**src/rtl/rx_mac_interface.sv**
```systemverilog
// MAC RX client to frame-memory writer: stores header + payload qwords per frame,
// publishes the write pointer only after a good frame's header is in memory.
module rx_mac_interface #(
    parameter int unsigned AW = 9
) (
    input  logic          clk,
    input  logic          reset_n,
    input  logic [63:0]   rx_data,
    input  logic [7:0]    rx_data_valid,
    input  logic          rx_good_frame,
    input  logic          rx_bad_frame,
    output logic [AW-1:0] wr_addr,
    output logic [63:0]   wr_data,
    output logic          wr_en,
    output logic [AW:0]   commited_wr_addr,
    input  logic [AW:0]   commited_rd_addr,
    output logic [31:0]   frames_received,
    output logic [31:0]   frames_dropped
);

    typedef enum logic [1:0] {IDLE, RECV, COMMIT, DROP} state_t;

    state_t        state_q, state_d;
    logic [AW:0]   wr_ptr_q, wr_ptr_d;
    logic [AW:0]   sof_ptr_q, sof_ptr_d;
    logic [AW:0]   cur_ptr_q, cur_ptr_d;
    logic [AW:0]   pub_ptr_q, pub_ptr_d;
    logic          pub_pend_q, pub_pend_d;
    logic [31:0]   byte_cnt_q, byte_cnt_d;
    logic [31:0]   rcv_q, rcv_d;
    logic [31:0]   drp_q, drp_d;
    logic          wr_en_q, wr_en_d;
    logic [AW-1:0] wr_addr_q, wr_addr_d;
    logic [63:0]   wr_data_q, wr_data_d;
    logic [AW:0]   commit_q, commit_d;

    logic [AW:0]   first_ptr, used_first, used_cur;
    logic [3:0]    beat_n;
    logic [32:0]   byte_sum;
    logic          beat, frame_end, fit_first, fit_cur;

    function automatic logic [3:0] beat_bytes(input logic [7:0] v);
        beat_bytes = '0;
        for (int unsigned i = 0; i < 8; i++)
            if (v[i]) beat_bytes = 4'(i + 1);
    endfunction

    // A qword at pointer p is legal only while p - rd leaves the wrap bit clear.
    assign first_ptr  = wr_ptr_q + (AW+1)'(1);
    assign used_first = first_ptr - commited_rd_addr;
    assign used_cur   = cur_ptr_q - commited_rd_addr;
    assign fit_first  = ~used_first[AW];
    assign fit_cur    = ~used_cur[AW];
    assign beat       = |rx_data_valid;
    assign frame_end  = rx_good_frame | rx_bad_frame;
    assign beat_n     = beat_bytes(rx_data_valid);
    assign byte_sum   = {1'b0, byte_cnt_q} + 33'(beat_n);

    always_comb begin
        state_d    = state_q;
        wr_ptr_d   = wr_ptr_q;
        sof_ptr_d  = sof_ptr_q;
        cur_ptr_d  = cur_ptr_q;
        pub_ptr_d  = pub_ptr_q;
        pub_pend_d = 1'b0;
        byte_cnt_d = byte_cnt_q;
        rcv_d      = rcv_q;
        drp_d      = drp_q;
        wr_en_d    = 1'b0;
        wr_addr_d  = wr_addr_q;
        wr_data_d  = wr_data_q;
        commit_d   = commit_q;

        // Publish one cycle after the header write so the reader never sees it early.
        if (pub_pend_q) begin
            commit_d = pub_ptr_q;
            rcv_d    = rcv_q + 32'd1;
        end

        case (state_q)
            IDLE: begin
                if (beat) begin
                    sof_ptr_d  = wr_ptr_q;
                    cur_ptr_d  = wr_ptr_q + (AW+1)'(2);
                    byte_cnt_d = 32'(beat_n);
                    if (!fit_first) begin
                        if (frame_end) drp_d = drp_q + 32'd1;
                        else           state_d = DROP;
                    end else if (rx_bad_frame) begin
                        drp_d = drp_q + 32'd1;
                    end else begin
                        wr_en_d   = 1'b1;
                        wr_addr_d = first_ptr[AW-1:0];
                        wr_data_d = rx_data;
                        state_d   = rx_good_frame ? COMMIT : RECV;
                    end
                end
            end
            RECV: begin
                if (beat && !fit_cur) begin
                    if (frame_end) begin
                        drp_d   = drp_q + 32'd1;
                        state_d = IDLE;
                    end else begin
                        state_d = DROP;
                    end
                end else if (rx_bad_frame) begin
                    drp_d   = drp_q + 32'd1;
                    state_d = IDLE;
                end else begin
                    if (beat) begin
                        wr_en_d    = 1'b1;
                        wr_addr_d  = cur_ptr_q[AW-1:0];
                        wr_data_d  = rx_data;
                        cur_ptr_d  = cur_ptr_q + (AW+1)'(1);
                        byte_cnt_d = byte_sum[32] ? '1 : byte_sum[31:0];
                    end
                    if (rx_good_frame) state_d = COMMIT;
                end
            end
            COMMIT: begin
                wr_en_d    = 1'b1;
                wr_addr_d  = sof_ptr_q[AW-1:0];
                wr_data_d  = {byte_cnt_q, 32'h0};
                wr_ptr_d   = cur_ptr_q;
                pub_ptr_d  = cur_ptr_q;
                pub_pend_d = 1'b1;
                state_d    = IDLE;
                if (beat) begin
                    if (frame_end) drp_d = drp_q + 32'd1;
                    else           state_d = DROP;
                end
            end
            DROP: begin
                if (frame_end) begin
                    drp_d   = drp_q + 32'd1;
                    state_d = IDLE;
                end
            end
            default: state_d = IDLE;
        endcase
    end

    always_ff @(posedge clk or negedge reset_n) begin
        if (!reset_n) begin
            state_q    <= IDLE;
            wr_ptr_q   <= '0;
            sof_ptr_q  <= '0;
            cur_ptr_q  <= '0;
            pub_ptr_q  <= '0;
            pub_pend_q <= 1'b0;
            byte_cnt_q <= '0;
            rcv_q      <= '0;
            drp_q      <= '0;
            wr_en_q    <= 1'b0;
            wr_addr_q  <= '0;
            wr_data_q  <= '0;
            commit_q   <= '0;
        end else begin
            state_q    <= state_d;
            wr_ptr_q   <= wr_ptr_d;
            sof_ptr_q  <= sof_ptr_d;
            cur_ptr_q  <= cur_ptr_d;
            pub_ptr_q  <= pub_ptr_d;
            pub_pend_q <= pub_pend_d;
            byte_cnt_q <= byte_cnt_d;
            rcv_q      <= rcv_d;
            drp_q      <= drp_d;
            wr_en_q    <= wr_en_d;
            wr_addr_q  <= wr_addr_d;
            wr_data_q  <= wr_data_d;
            commit_q   <= commit_d;
        end
    end

    assign wr_en            = wr_en_q;
    assign wr_addr          = wr_addr_q;
    assign wr_data          = wr_data_q;
    assign commited_wr_addr = commit_q;
    assign frames_received  = rcv_q;
    assign frames_dropped   = drp_q;

endmodule

```
**config.mk**
```make
export PLATFORM = sky130hd
export DESIGN_NAME = rx_mac_interface
export DESIGN_NICKNAME = d
export VERILOG_FILES = /design/src/rtl/rx_mac_interface.sv
export SDC_FILE = /design/constraint.sdc
export NUM_CORES = 1
export LEC_CHECK = 0
export CAP_MARGIN = 20
export CORE_MARGIN = 2
export CORE_UTILIZATION = 30
export CTS_BUF_LIST = sky130_fd_sc_hd__clkbuf_4
export DETAILED_ROUTE_END_ITERATION = 10
export MAX_ROUTING_LAYER = met4
export PLACE_DENSITY = 0.61
export SLEW_MARGIN = 10
export SYNTH_ARGS = -nofsm -noshare
export SYNTH_HDL_FRONTEND = slang
export SYNTH_SLANG_ARGS = --single-unit
```
**constraint.sdc**
```tcl
create_clock -name clk -period 3.7 [get_ports clk]
set_input_delay 0.74 -clock clk [delete_from_list [all_inputs] [get_ports clk]]
set_output_delay 0.74 -clock clk [all_outputs]
set_load 0.005 [all_outputs]
```
==> results.ini, run 1 <==
[global_routing]
overflow=0
grt_usage_pct=18.5
grt_max_degree=96
antenna_found_initial=3
grt_pass1_wl_um=59200
grt_pass1_vias=10900

[clock_network]
cts_sinks=212
htree_levels=2
clockBufferDepth=3
clk_latency_ps=800
cts_inserted_buffers=61
tritoncts=yes
clk_pin_slew_worst_paths_ps=60
cts_root_buf=clkbuf_4

[setup_path]
worstSetupStartpointType=flop
path_cells=ha_1, and3_2, nand2_1, xnor2_2, ha_1, and4_1, a221oi_2, buf_4, a21boi_2, buf_4, nor3_4, buf_6, a21oi_2, a221o_1, mux2_2
cp_num_buf_inv=3
cp_slowest_stage_delay_ps=440
slowest_stage=dfrtp_2
cp_top_family=compound AO/OA/AOI/OAI gates
worstPathArrival_ps=4210
crit_type=reg -> reg
required_ps=4360
critPathMaxFanout=6
cp-end-kind=flop

[floorplan]
dieArea_um2=40700
core_um2=38600
die_h_um=202
row_count=72
start_util_pct=30.4
die_x_um=202
ioPinCount=234

[sta]
timing.final.ws_setup_ps=147
finalSetupViolations=0
hold_viol_final=0
clock.fmax_ghz=0.281
whs_ps=480
fin_crit_ps=3550
max-slew-margin-rel_pct=34.8
period_share_pct=96.0
skew_ps=66.0
tns_ps=0
slew_violations=0
worst_slew_pin_slew_ps=978
grt_setup_unrepaired=no

[logic_synthesis]
yosys.area.top_type=dfrtp_1
synthTopCellsByCount=212 x dfrtp_1, 165 x nand2_1, 113 x o21ai_0
yosysTopAreaCellShare_pct=45.2
synthMostInstantiatedCell=dfrtp_1
synth-edff-count=0
synth_area_per_cell_um2=9.45
synth_nets=1358
ys_seq_elements=212
yosys_warnings=0
netlist_area_um2=11700
synth_async_sr_flop_share_pct=100
ys_seq_area_share_pct=45.2
synth_area_leaders=dfrtp_1 45%, nand2_1 5.3%, o21ai_0 4.8%, mux2i_1 3.6%, ha_1 3.2%
ys_types=84
yosys_most_used_dff=dfrtp_1
synth_cells=1241

[placed_design]
place_ws_ps=-237
dp_hpwl_um=26400
portBuffers=233
placed_cells=2037
gp_congestion=0.889

[power_and_ir_drop]
peakVddDrop_mv=0.464
switching_share_pct=39.8
leakagePower_nw=6.98
internal_power_mw=7.05
seqPwrFrac_pct=29.8
powerDensity_nw_per_um2=715
power_frac_clock_pct=18.7
combPwrFrac_pct=51.5
total_power_mw=11.7
p_switching_mw=4.66

[detailed_routing]
detail_route.wl_per_cell_um=17.3
postRouteAntennaNets=0
routed_wl_um=37400
drc=0
drt_iter0_markers=667
viasPerCell=5.06
route.vias.total=10900
firstDrtPassIters=5

[flow_run]
maxCapViolations=0

[final_layout]
fin_cells=2160
layout-area-overhead-vs-synth_pct=39.5
nNetsFinal=1705
drive_gt1_share_pct=17.7

[status]
status=finished, final reports clean

[min_path]
hold_path.class=reg -> reg

==> layer usage <==
layer / GRT usage [%] / vias up / share of wire, %
met5: - / - / 0
met4: 5.67 / 0 / 2.3
met3: 4.26 / 64 / 6.1
met2: 28.5 / 347 / 46
met1: 24.3 / 5280 / 46
li1: - / 5243 / -
==> sequential cells by signal, summed over array words and instances, names as in the netlist, 9 cells and up <==
signal            cells
wr_data              64
byte_cnt_q           32
frames_dropped       32
frames_received      32
commited_wr_addr     10
cur_ptr_q            10
pub_ptr_q            10
sof_ptr_q             9
wr_addr               9
==> power by group through the flow <==
| stage | Combinational (mW) | Sequential (mW) | Clock [mW] |
|---|---|---|---|
| after floorplan | 3.06 | 3.46 | 0 |
| after global placement | 5.72 | 3.49 | 0 |
| after detailed placement | 5.79 | 3.52 | 0 |
| after CTS | 5.84 | 3.48 | 2.30 |
| after global routing | 6.60 | 3.57 | 2.42 |
| final | 6.03 | 3.48 | 2.19 |
==> final timing paths <==
path | from | end | slack [ps] | cells past startpoint
setup / recovery | pub_ptr_q[1]$_DFFE_PN0P_ | frames_dropped[12]$_DFFE_PN0P_ | 150 | 15
hold / removal | wr_data[40]$_DFFE_PN0P_ | wr_data[40]$_DFFE_PN0P_ | 480 | 2
setup reg to reg | pub_ptr_q[1]$_DFFE_PN0P_ | frames_dropped[12]$_DFFE_PN0P_ | 150 | 15
hold reg to reg | wr_data[40]$_DFFE_PN0P_ | wr_data[40]$_DFFE_PN0P_ | 480 | 2
max in group asynchronous | reset_n | wr_data[5]$_DFFE_PN0P_ | 2290 | 3
min in group asynchronous | reset_n | wr_data[30]$_DFFE_PN0P_ | 580 | 2
==> area by class of cell <==
class                      count  area [um2]
fill                        3786       22300
multi-input combinational    933        6130
sequential                   212        5310
timing repair buffer         350        3380
clock buffer                  91         683
tap                          518         648
inverter                      30         113
clock inverter                21        90.1
antenna                        5        12.5
==> logic make-up (layout without fill, tap and decap cells) <==
group / after synthesis / in the layout / synth area share [%]
AO/OA/AOI/OAI: 319 / 320 / 17.9
XOR/XNOR: 58 / 58 / 4.33
adder cells (fa/ha/maj): 31 / 31 / 3.37
buffers and inverters: 97 / 492 / 3.47
flip-flops: 212 / 212 / 45.2
multiplexers: 74 / 74 / 6.65
other: 0 / 5 / 0
AND/OR/NAND/NOR: 450 / 450 / 19.1
==> worst min-delay path, delay by kind of cell, from the launching register on <==
family | cells | cell delay [ps]
compound gates | 1 | 60
flops | 1 | 340
simple gates | 1 | 50
==> stage by stage <==
stage               utilization (%)  cell area [um2]
floorplan                         -            11700
global route                   42.3            16400
finish                         42.3            16400
CTS                            42.0            16200
detailed placement             39.9            15400
global placement               39.9            15400
==> what timing repair did <==
item | 4_1_cts | 5_1_grt
pin swaps | 1 | 4
hold buffers | 1 | 0
gates cloned | 1 | 2
setup buffers | 0 | 2
endpoints found under the setup margin | 24 | 102
endpoints found under the hold margin | 83 | 0
resized for setup | 6 | 7
==> cells in the final DEF, fill, tap and decap left out, types with 13 or more instances in the layout <==
cell type	count
ha_1	29
and4_1	14
mux2i_1	42
nor2_1	73
nand2_1	165
o21ai_0	113
a211oi_1	17
clkdlybuf4s50_1	232
mux2_2	32
clkbuf_4	91
nand4_1	18
and3_1	23
o31ai_1	14
nand2b_1	35
a21oi_1	63
nor3_1	24
buf_4	103
dfrtp_1	211
nand3_1	44
inv_1	29
xor2_1	22
and2_1	13
xnor2_1	34
clkinv_1	19
Note: power is estimated with default switching activity, not from simulation.
==> inputs of run 2 (changes only) <==
--- a/config.mk
+++ b/config.mk
@@ -7,11 +7,11 @@
 export LEC_CHECK = 0
 export CAP_MARGIN = 20
 export CORE_MARGIN = 2
-export CORE_UTILIZATION = 30
+export CORE_UTILIZATION = 50
 export CTS_BUF_LIST = sky130_fd_sc_hd__clkbuf_4
 export DETAILED_ROUTE_END_ITERATION = 10
 export MAX_ROUTING_LAYER = met4
-export PLACE_DENSITY = 0.61
+export PLACE_DENSITY = 0.88
 export SLEW_MARGIN = 10
 export SYNTH_ARGS = -nofsm -noshare
 export SYNTH_HDL_FRONTEND = slang
==> constraint.sdc (replaced) <==
create_clock -name clk -period 3.6 [get_ports clk]
set_input_delay 0.72 -clock clk [delete_from_list [all_inputs] [get_ports clk]]
set_output_delay 0.72 -clock clk [all_outputs]
set_load 0.005 [all_outputs]
==> run 2 against run 1 <==
  * Sequential power up 4%
  * First-iteration DRC count up 55%
  * Clock power down 6%
  * Register-to-register slack worse by 40 ps
  * Fmax up 1.8%
  * Critical endpoint is now frames_dropped[23]$_DFFE_PN0P_
  * Largest cell class unchanged
==> results.ini, run 2 (same netlist as run 1, synthesis figures left out) <==
[min_path]
hold_path.class=in -> async

[sta]
fin_crit_ps=3490
hold_viol_final=0
finalSetupViolations=0
timing.final.ws_setup_ps=109
period_share_pct=97.0
worst_slew_pin_slew_ps=903
slew_violations=0
max-slew-margin-rel_pct=39.8
clock.fmax_ghz=0.286
grt_setup_unrepaired=yes
skew_ps=42.1

[floorplan]
start_util_pct=50.4
die_h_um=157
ioPinCount=234
core_um2=23300
die_x_um=157
dieArea_um2=24700
row_count=56

[setup_path]
worstSetupStartpointType=flop
reg2regPathDepth=14
rrSetupSlack_ps=110
rr_endpoint=frames_dropped[23]$_DFFE_PN0P_
required_ps=4180
worstPathArrival_ps=4070
critPathMaxFanout=7
crit_type=reg -> reg
cp-end-kind=flop
worstReg2RegStart=pub_ptr_q[1]$_DFFE_PN0P_

[power_and_ir_drop]
total_power_mw=11.8
peakVddDrop_mv=0.402
leakagePower_nw=6.87
powerDensity_nw_per_um2=739

[detailed_routing]
drt_iter0_markers=1034
detail_route.wl_per_cell_um=18.9
drc=0
firstDrtPassIters=6
viasPerCell=5.86
postRouteAntennaNets=0
routed_wl_um=36500
route.vias.total=11300

[final_layout]
drive_gt1_share_pct=17.2
layout_commonest_cell=clkdlybuf4s50_1
fill_cells=1744
layout-area-overhead-vs-synth_pct=35.6
nNetsFinal=1688
largest_reg_flops=64
final_cell_mix=232 x clkdlybuf4s50_1, 212 x dfrtp_1, 165 x nand2_1
finish.utilization_pct=68.4

[global_routing]
grt_usage_pct=29.7
overflow=0
grt_max_degree=91
antenna_found_initial=1
grt_pass1_vias=11100
grt_pass1_wl_um=57100

[clock_network]
cts_root_buf=clkbuf_4
clk_latency_ps=700
cts_sinks=212
clk_pin_slew_worst_paths_ps=70
tritoncts=yes
htree_levels=2
cts_inserted_buffers=56
clockBufferDepth=3

[placed_design]
gp_congestion=0.986
dp_hpwl_um=25700
place_ws_ps=-317
portBuffers=233

[flow_run]
maxCapViolations=0

[status]
status=finished, final reports clean

[run 2: worst max path at each step]
stage / from / endpoint / slack, ps / depth (start not counted)
final: pub_ptr_q[1]$_DFFE_PN0P_ / frames_dropped[23]$_DFFE_PN0P_ / 110 / 14
after global placement: commited_rd_addr[1] / frames_dropped[4]$_DFFE_PN0P_ / -210 / 12
after global routing: pub_ptr_q[1]$_DFFE_PN0P_ / wr_data[15]$_DFFE_PN0P_ / -60 / 17
after CTS: pub_ptr_q[1]$_DFFE_PN0P_ / frames_dropped[29]$_DFFE_PN0P_ / 2 / 13
after detailed placement: commited_rd_addr[8] / frames_dropped[4]$_DFFE_PN0P_ / -320 / 12
after floorplan: pub_ptr_q[2]$_DFFE_PN0P_ / frames_dropped[25]$_DFFE_PN0P_ / 230 / 14
[run 2: metal layers]
metal / routed length, um / track usage, % / part of all wire [%] / vias to the layer above
met5: 0 / - / 0 / -
met4: 855 / 9.91 / 2.3 / 0
met3: 3280 / 6.17 / 9.0 / 97
met2: 17400 / 48.1 / 48 / 580
met1: 15000 / 37.2 / 41 / 5451
li1: - / - / - / 5190
[run 2: stage by stage]
step | TNS [ps] | instances | area [um2] | hold WS, ps
after floorplan | 0 | 1241 | 11700 | 424
after global placement | -6400 | 1828 | 15000 | 460
after detailed placement | -12450 | 1828 | 15000 | 472
after CTS | 0 | 1927 | 15800 | 99.4
after global routing | -2380 | 1932 | 15900 | 129
final | 0 | 1932 | 15900 | 84.4
[run 2: area by class of cell]
| cell class | count | area (um2) | share of cell area (%) |
|---|---|---|---|
| multi-input combinational | 932 | 6170 | 38.8 |
| sequential | 212 | 5310 | 33.4 |
| timing repair buffer | 339 | 3240 | 20.3 |
| clock buffer | 80 | 601 | 3.78 |
| tap | 319 | 399 | 2.51 |
| inverter | 30 | 113 | 0.708 |
| clock inverter | 19 | 78.8 | 0.496 |
| antenna | 1 | 2.50 | 0.0157 |
[run 2: repair_timing]
| item | in CTS | in global routing |
|---|---|---|
| resized for setup | 5 | 18 |
| buffers inserted | 0 | 3 |
| cloned | 0 | 1 |
| pin swaps | 0 | 10 |
| hold buffers | 0 | 0 |
| setup endpoints to repair | 66 | 104 |
[run 2: report_power, final]
| part | total [mW] | internal, mW | switching, mW |
|---|---|---|---|
| sequential | 3.61 | 3.07 | 0.545 |
| clock | 2.06 | 1.02 | 1.04 |
| combinational | 6.08 | 2.93 | 3.15 |
[run 2: critical path, stage by stage, from the launching register on]
cell and delay (ps):
dfrtp_1 400, ha_1 230, nand3_2 150, nor2_2 180, xor2_1 240, ha_1 290
and4_1 220, a221oi_2 330, and3b_2 260, buf_4 130, nor3_4 50, buf_4 140
a21oi_2 340, o221ai_1 190, a22o_1 250
==> inputs of run 3 (changes only) <==
--- a/config.mk
+++ b/config.mk
@@ -6,7 +6,6 @@
 export NUM_CORES = 1
 export LEC_CHECK = 0
 export CAP_MARGIN = 20
-export CORE_MARGIN = 2
 export CORE_UTILIZATION = 50
 export CTS_BUF_LIST = sky130_fd_sc_hd__clkbuf_4
 export DETAILED_ROUTE_END_ITERATION = 10
==> run 3 against run 2 <==
  * Cell count decreased by 1.1%
  * Largest power group unchanged
  * Critical path depth decreased by 1
  * Flip-flop and latch count unchanged
  * Register-to-register slack improved by 40 ps
  * Clock skew increased by 24 ps
  * Sequential share of layout area increased by 0.18 points
==> results.ini, run 3 (same netlist as run 1, synthesis figures left out) <==
[floorplan]
row_count=55
ioPinCount=234
dieArea_um2=24100
start_util_pct=51.4
die_h_um=155
die_x_um=155
core_um2=22800

[setup_path]
crit_start=pub_ptr_q[1]$_DFFE_PN0P_
rr_endpoint=frames_dropped[29]$_DFFE_PN0P_
critPathCapture=frames_dropped[29]$_DFFE_PN0P_
crit_type=reg -> reg
worstSetupStartpointType=flop
worstPathArrival_ps=4040
worstReg2RegStart=pub_ptr_q[1]$_DFFE_PN0P_
cp-end-kind=flop
rrSetupSlack_ps=150
reg2regPathDepth=13
critPathMaxFanout=8
required_ps=4180

[power_and_ir_drop]
p_switching_mw=4.73
leakagePower_nw=6.82
peakVddDrop_mv=0.528
switching_share_pct=40.1
seqPwrFrac_pct=30.7
internal_power_mw=7.06
combPwrFrac_pct=51.8
powerDensity_nw_per_um2=745
power_frac_clock_pct=17.5

[placed_design]
placed_cells=1815
place_ws_ps=-288
portBuffers=233
gp_congestion=0.928
dp_hpwl_um=25000
place_area_um2=15000

[sta]
whs_ps=478
worst_slew_pin_slew_ps=716
period_share_pct=95.9
max-slew-margin-rel_pct=52.1
slew_violations=0
timing.final.ws_setup_ps=146
skew_ps=65.9
fin_crit_ps=3450
finalSetupViolations=0
hold_viol_final=0
clock.fmax_ghz=0.290

[clock_network]
tritoncts=yes
htree_levels=2
cts_root_buf=clkbuf_4
clockBufferDepth=3
clk_latency_ps=710
cts_sinks=212
clk_pin_slew_worst_paths_ps=70
cts_inserted_buffers=55

[detailed_routing]
drt_iter0_markers=828
drc=0
viasPerCell=5.93
route.vias.total=11300
firstDrtPassIters=5
postRouteAntennaNets=0
routed_wl_um=36900
detail_route.wl_per_cell_um=19.3

[global_routing]
antenna_found_initial=1
grt_pass1_wl_um=56200
overflow=0
grt_pass1_vias=11000
grt_max_degree=99
grt_usage_pct=30.0

[final_layout]
final_cell_mix=232 x clkdlybuf4s50_1, 211 x dfrtp_1, 165 x nand2_1
fin_cells=1910
fill_cells=1681
stdcell_area_um2=15800
layout-area-overhead-vs-synth_pct=34.9
drive_gt1_share_pct=16.5
layout_commonest_cell=clkdlybuf4s50_1
largest_reg_flops=64
nNetsFinal=1681

[status]
status=finished, final reports clean

[flow_run]
maxCapViolations=0

[min_path]
hold_path.class=reg -> reg

[run 3: worst min path at each step]
stage,endpoint,cells past startpoint,start
floorplan,byte_cnt_q[0]$_DFFE_PN0P_,0,reset_n
global placement,wr_addr[8]$_DFFE_PN0P_,2,wr_addr[8]$_DFFE_PN0P_
detailed placement,frames_received[31]$_DFFE_PN0P_,1,frames_received[31]$_DFFE_PN0P_
CTS,wr_data[8]$_DFFE_PN0P_,2,wr_data[8]$_DFFE_PN0P_
global route,frames_received[31]$_DFFE_PN0P_,2,reset_n
finish,wr_data[20]$_DFFE_PN0P_,2,wr_data[20]$_DFFE_PN0P_
[run 3: cell type report]
class | count | area (um2) | area share, %
inverters | 30 | 113 | 0.712
clock inverters | 10 | 72.6 | 0.459
flip-flops and latches | 212 | 5310 | 33.5
multi-input cells | 932 | 6140 | 38.8
clock buffers | 79 | 593 | 3.75
diodes | 1 | 2.50 | 0.0158
well taps | 313 | 392 | 2.47
repair buffers | 333 | 3200 | 20.2
[run 3: what timing repair did]
action | 4_1_cts | 5_1_grt
hold buffers | 1 | 0
resized for setup | 6 | 12
gates cloned | 0 | 3
pin swaps | 0 | 3
buffers inserted | 0 | 1
endpoints found under the setup margin | 24 | 104
endpoints found under the hold margin | 41 | 0
[run 3: through the flow]
| stage | util, % | power (mW) | TNS, ps |
|---|---|---|---|
| floorplan | - | 6.70 | 0 |
| global placement | 65.6 | 9.12 | -3880 |
| detailed placement | 65.6 | 9.33 | -9000 |
| CTS | 68.6 | 11.5 | 0 |
| global route | 69.3 | 12.5 | -19.5 |
| finish | 69.3 | 11.8 | 0 |
[run 3: power groups by stage]
stage          clock network [mW]  logic, mW  registers (mW)
4_1_cts                      2.10       5.76            3.59
5_1_grt                      2.22       6.61            3.68
2_1_floorplan                   0       3.14            3.56
3_3_place_gp                    0       5.54            3.58
6_report                     2.07       6.11            3.62
3_5_place_dp                    0       5.70            3.63
[run 3: layer usage]
layer,global-route usage (%),part of all wire (%)
met4,10.8,3.1
met3,5.71,8.9
met5,-,0
met1,37.5,40
met2,48.6,48
[run 3: critical path: stages, from the launching register on]
cell and delay, ps:
dfrtp_2 410, ha_1 220, nand3_2 140, nor2_1 170, xor2_1 230, ha_1 280, and4_1 220, a221oi_2 330
a21boi_2 120, or3_4 450, buf_4 170, o21ai_0 180, o21ai_0 170, a32o_1 280
